`src/rtl/stickyx_intr.sv`:
```
// Sticky event / interrupt register bank. NCH channels of WIDTH W1C event
// bits with per-bit masks, a read-only summary and a registered interrupt.
//
// Ports:
//   clk, rst_n  clock, synchronous active-low reset
//   evnt        NCH*WIDTH event inputs, channel c at evnt[c*WIDTH +: WIDTH]
//   upact       1 = normal mode, 0 = diagnostic (writes load sticky bits)
//   upen/upws/uprs/upa/updi  CPU access strobe, qualifiers, address, data
//   updo/upack  registered read data and access acknowledge
//   chirq/irq   registered per-channel and global interrupt
module stickyx_intr #(
  parameter int               WIDTH    = 8,
  parameter int               NCH      = 4,
  parameter int               AW       = 8,
  parameter int               EDGE     = 0,
  parameter logic [WIDTH-1:0] MASK_RST = '0
) (
  input  logic                 clk,
  input  logic                 rst_n,
  input  logic [NCH*WIDTH-1:0] evnt,
  input  logic                 upact,
  input  logic                 upen,
  input  logic                 upws,
  input  logic                 uprs,
  input  logic [AW-1:0]        upa,
  input  logic [WIDTH-1:0]     updi,
  output logic [WIDTH-1:0]     updo,
  output logic                 upack,
  output logic [NCH-1:0]       chirq,
  output logic                 irq
);

  logic [NCH-1:0][WIDTH-1:0] sticky_q, sticky_d;
  logic [NCH-1:0][WIDTH-1:0] mask_q, mask_d;
  logic [NCH*WIDTH-1:0]      evnt_d_q, evnt_d_d;
  logic [WIDTH-1:0]          updo_q, updo_d;
  logic                      upack_q, upack_d;
  logic [NCH-1:0]            chirq_q, chirq_d;
  logic                      irq_q, irq_d;

  logic                      wr, rd;
  logic [NCH*WIDTH-1:0]      ev;
  logic [WIDTH-1:0]          rdata;
  logic                      hit_s, hit_m;

  assign wr = upen & upws;
  assign rd = upen & uprs;

  always_comb begin
    evnt_d_d = evnt;
    ev       = (EDGE != 0) ? (evnt & ~evnt_d_q) : evnt;
    sticky_d = sticky_q;
    mask_d   = mask_q;
    chirq_d  = '0;
    rdata    = '0;
    hit_s    = 1'b0;
    hit_m    = 1'b0;

    for (int c = 0; c < NCH; c++) begin
      chirq_d[c] = |(sticky_q[c] & mask_q[c]);
      hit_s = (upa == AW'(2 * c));
      hit_m = (upa == AW'(2 * c + 1));

      // Normal mode: a same-cycle event beats the W1C clear.
      if (upact) begin
        if (wr && hit_s)
          sticky_d[c] = ev[c*WIDTH +: WIDTH]
                      | (sticky_q[c] & ~updi);
        else
          sticky_d[c] = ev[c*WIDTH +: WIDTH]
                      | sticky_q[c];
      end else if (wr && hit_s) begin
        sticky_d[c] = updi;
      end

      if (wr && hit_m)
        mask_d[c] = updi;

      if (hit_s)
        rdata = sticky_q[c];
      if (hit_m)
        rdata = mask_q[c];
    end

    if (upa == AW'(2 * NCH))
      rdata = WIDTH'(chirq_d);

    updo_d  = rd ? rdata : '0;
    upack_d = wr | rd;
    irq_d   = |chirq_d;
  end

  always_ff @(posedge clk) begin
    if (!rst_n) begin
      sticky_q <= '0;
      mask_q   <= {NCH{MASK_RST}};
      evnt_d_q <= '0;
      updo_q   <= '0;
      upack_q  <= 1'b0;
      chirq_q  <= '0;
      irq_q    <= 1'b0;
    end else begin
      sticky_q <= sticky_d;
      mask_q   <= mask_d;
      evnt_d_q <= evnt_d_d;
      updo_q   <= updo_d;
      upack_q  <= upack_d;
      chirq_q  <= chirq_d;
      irq_q    <= irq_d;
    end
  end

  assign updo  = updo_q;
  assign upack = upack_q;
  assign chirq = chirq_q;
  assign irq   = irq_q;

endmodule

```
`config.mk`:
```
export PLATFORM = sky130hd
export DESIGN_NAME = stickyx_intr
export DESIGN_NICKNAME = d
export VERILOG_FILES = /design/src/rtl/stickyx_intr.sv
export SDC_FILE = /design/constraint.sdc
export NUM_CORES = 1
export LEC_CHECK = 0
export CELL_PAD_IN_SITES_DETAIL_PLACEMENT = 0
export CELL_PAD_IN_SITES_GLOBAL_PLACEMENT = 1
export CORE_MARGIN = 2
export CORE_UTILIZATION = 30
export CTS_CLUSTER_SIZE = 40
export DETAILED_ROUTE_END_ITERATION = 10
export GPL_ROUTABILITY_DRIVEN = 0
export PLACE_DENSITY = 0.73
export REMOVE_ABC_BUFFERS = 1
export SLEW_MARGIN = 10
export SYNTH_ARGS = -nofsm -noshare
export SYNTH_HDL_FRONTEND = slang
export SYNTH_SLANG_ARGS = --single-unit
```
`constraint.sdc`:
```
create_clock -name clk -period 6.3 [get_ports clk]
set_input_delay 1.26 -clock clk [delete_from_list [all_inputs] [get_ports clk]]
set_output_delay 1.26 -clock clk [all_outputs]
set_load 0.02 [all_outputs]
```
---- After elaboration in Yosys (flattened, before gate mapping) ----
Cells that the tools add are included.
word-level totals
  memory bits (read-only) ................. 0
  memories kept ........................... 0
  input bits .............................. 54
  word-level logic and storage cells ...... 84
  register bits after elaboration ......... 78
  latch bits .............................. 0
  output and inout port bits .............. 14
  memory bits (writable) .................. 0
operators by class
  reductions and logical operators ........ 20
  add/sub/neg operators ................... 0
  bitwise operators ....................... 22
  eq/ne operators ......................... 8
  multiplexer cells ....................... 21
  divide/modulo/power cells ............... 0
  shift operators ......................... 0
  $mul .................................... 0
  order comparisons ....................... 0
operators with widths
  cell                count
  $mux 8              20
  $and 8x8->8         8
  $or 8x8->8          8
  $eq 8x3->1 const B  4
  $reduce_or 32->1    1
  $reduce_or 8->1     4
  $eq 8x2->1 const B  2
  $eq 8x1->1 const B  1
  $eq 8x4->1 const B  1
  $logic_and 1x1->1   8
  $logic_not 8->1     1
  $not 8->8           1
  $reduce_bool 2->1   4
  $mux 4              1
  $reduce_or 3->1     1
  $and 1x1->1         2
  $not 1->1           2
  $reduce_and 2->1    1
  $or 1x1->1          1

---- Logic depth before layout (Yosys ltp) ----
  word-level depth ........................ 10
  depth in mapped cells ................... 7
  depth with buffers taken out ............ 4

---- Least setup slack after synthesis ----
OpenSTA, ideal clock, no wires.
  path kind ............................... input to register
  start point ............................. input port upa[5]
  end point ............................... register sticky_q[5] (netlist name)
  path slack .............................. 3.381 ns
  stages on the path ...................... 6
  data required time ...................... 6.168 ns
  arrival ................................. 2.787 ns
  cell sequence ........................... or4_4 -> buf_6 -> or4_1 -> clkbuf_1 -> o21ai_0 -> a21oi_1
on the way
  word-level cells in the longest chain between the ends .. 4
  elaborated cells on any way between the ends .. 5
  those cells by class .................... mux (2); reduce/logical (3)
RTL lines
  what                    line    source
  start: declaration      25      input logic [AW-1:0] upa,
  $logic_not 8->1 (*)     61      hit_s = (upa == AW'(2 * c));
  $logic_and 1x1->1 (*)   66, 72
  $mux 8                  66      if (wr && hit_s)
  $mux 8                  65      if (upact) begin
  end signal: assignment  103     sticky_q <= sticky_d;
  end: declaration        33      logic [NCH-1:0][WIDTH-1:0] sticky_q, sticky_d;
Every way passes the cells marked *; elsewhere a longest branch is shown, timed or not.
A chain may end at the register's enable or synchronous reset.

---- Worst setup path after layout ----
  start point ............................. input port upa[0]
  end point ............................... register sticky_q[29] (netlist name)
on the way
  word-level cells in the longest chain between the ends .. 4
  elaborated cells on any way between the ends .. 5
  those cells by class .................... eq/ne (1); mux (2); reduce/logical (2)
RTL lines
  what                   line
  $eq 8x3->1 (*)         61
  $logic_and 1x1->1 (*)  66, 72
  $mux 8                 66
  $mux 8                 65
Marks and branches as above.

==> results.yml <==
grt:
  grt_pass1_wl_mm: 20.2
  antenna_found_initial: 0
  grt-ovfl-total: 0
  grt_max_degree: 50
  grt_pass1_vias: 3541
  gr-usage-all-layers_pct: 19.0
place:
  dpl.hpwl_mm: 9.13
  placed_cell_area_sq_mm: 0.00468
  port_buffers: 67
sta:
  rsz0062_at_grt: "no"
  clock-skew-final_ns: 0.00868
  max_freq_ghz: 0.248
  slew_headroom_pct: 24.6
  setup_viol: 0
  slew_violations: 0
  tightest_slew_ns: 1.12
  tns_ns: 0
  final_hold_viol_count: 0
  fin_crit_sh_pct: 64.1
  period_needed_ns: 4.04
layout:
  area_growth_pct: 27.2
  layout-drive-gt1-share_pct: 6.15
  multiInputGateArea_sq_mm: 0.00220
  design_area_sq_mm: 0.00496
  nFillCells: 1305
  final-seq-area_sq_mm: 0.00156
  nets: 539
  fin_util_pct: 39.2
  antenna_cells: 0
hold_path:
  hold_end: "sticky_q[11]"
  worstHoldPathType: "flip-flop to flip-flop"
  min_path_cells: 2
  min-delay-start: "sticky_q[11]"
route:
  dr.pass1.iters: 5
  ant_nets: 0
  drt-total-wl_mm: 13.0
  wl_per_cell_um: 19.7
  vias_per_cell: 5.67
  drcViolationCount: 0
  first_iter_violations: 282
  vias: 3744
pwr:
  leakage_uw: 0.00183
  p_per_area_mw_per_mm2: 234
  ir_drop_mv: 0.102
synth:
  synth_area_leaders: "dfxtp_1 40%, mux2i_1 10%, a22oi_1 9.2%"
  yosysSeqAreaShare_pct: 40.0
  syn_area_sq_mm: 0.00390
  async_flop_share_pct: 0
  synth-main-ff-cell: "dfxtp_1"
  syn-instance-count: 436
  synthDistinctLibCells: 41
  yosysWarnings: 0
  synth_edf_count: 0
  avgSynthCellArea_sq_um: 8.95
  yosysTopAreaCell: "dfxtp_1"
  synth.top_cells.by_count: "78 x dfxtp_1, 48 x a22oi_1, 47 x nor2_1"
  synth_most_common_cell: "dfxtp_1"
  yosys.area.top_type_share_pct: 40.0
  ys_ff_latch: 78
cts:
  cts.sinks: 78
  cts_buffers: 9
  cts_setup_buffers: 0
  cts_tree: "yes"
  clkTransAtPathRegs_ns: 0.06
  cts-root-buf: "clkbuf_16"
  cts_buffer_depth: 2
  clk_latency_ns: 0.34
  cts_hold_buf: 0
  cts_max_level: 3
  ctsResizeCount: 0
critical_path:
  r2r_slack_ns: 4.73
  worstPathArrival_ns: 4.28
  end_kind: "flip-flop"
  start_kind: "primary input"
  crit_type: "primary input to flip-flop"
  startpoint: "upa[0]"
  reg2regPathDepth: 4
  worstPathRequired_ns: 6.54
  path_max_fanout: 22
  r2r-end: "updo[1]"
  timing.rr.start: "sticky_q[17]"
die:
  die_w_um: 118
  initial_core_util_pct: 30.8
  core_area_sq_mm: 0.0127
  dieArea_sq_mm: 0.0139
  std_cell_rows: 41
  die_y_um: 118
  io_pins: 68
job:
  drv_cap: 0
run_status:
  status: "completed"
[cell families (layout without fill, tap and decap cells)]
logic type | Yosys count | after routing | synth area share (%)
compound gates | 159 | 159 | 25.8
buf+inv | 35 | 87 | 3.69
flops | 78 | 78 | 40.0
mux | 44 | 44 | 12.9
simple gates | 120 | 120 | 17.6
[worst max path at each step]
| stage | endpoint | slack (ns) | depth (start not counted) |
|---|---|---|---|
| floorplan | sticky_q[3] | 3.33 | 4 |
| global placement | sticky_q[31] | 2.14 | 6 |
| detailed placement | sticky_q[24] | 2.05 | 6 |
| CTS | sticky_q[29] | 2.40 | 6 |
| global route | sticky_q[28] | 2.04 | 6 |
| finish | sticky_q[29] | 2.26 | 6 |
[flip-flops by register name, summed over array words and instances (netlist names)]
signal / count
updo: 8
irq: 1
mask_q: 32
upack: 1
chirq: 4
sticky_q: 32
[through the flow]
step / hold WS [ns] / total power [uW] / setup slack [ns] / std cells
after floorplan: 0.448 / 583 / 3.33 / 403
after global placement: 0.496 / 657 / 2.14 / 646
after detailed placement: 0.503 / 660 / 2.05 / 646
after CTS: 0.511 / 1170 / 2.40 / 660
after global routing: 0.533 / 1200 / 2.04 / 660
final: 0.511 / 1160 / 2.26 / 660
[routing by layer]
metal	wire [um]	track usage (%)
met1	5890	26.2
met2	5770	28.2
met3	915	4.02
met4	423	8.96
met5	0	0
[area by class of cell]
type                       count  share of cell area (%)
inverter                       2                   0.151
multi-input combinational    323                    44.2
sequential                    78                    31.5
clock buffer                  10                    4.81
tap                          172                    4.34
clock inverter                 4                   0.983
timing repair buffer          71                    14.0
[worst max-delay path, cell delays in order]
cell and delay [ns]:
clkdlybuf4s50_1 0.87, buf_4 0.44, nand2b_1 0.32, nor3_2 1.00
a22oi_1 0.17, a21oi_1 0.21
[placed cells by master (no fill, tap or decap), types with 7 or more instances in the layout]
master           count
mux2i_1             39
a21oi_1             34
a22oi_1             48
clkbuf_16            9
nor3_1               7
a2bb2oi_1            7
nor2_1              47
clkdlybuf4s50_1     66
o21ai_0             45
dfxtp_1             78
nor2b_1             22
[power breakdown]
group	switching, uW	total, uW	internal (uW)
Sequential	16.0	524	508
Clock	196	508	312
Combinational	63.0	126	63.4
Total	275	1160	884
No activity file was read; power rests on OpenSTA's default activity.
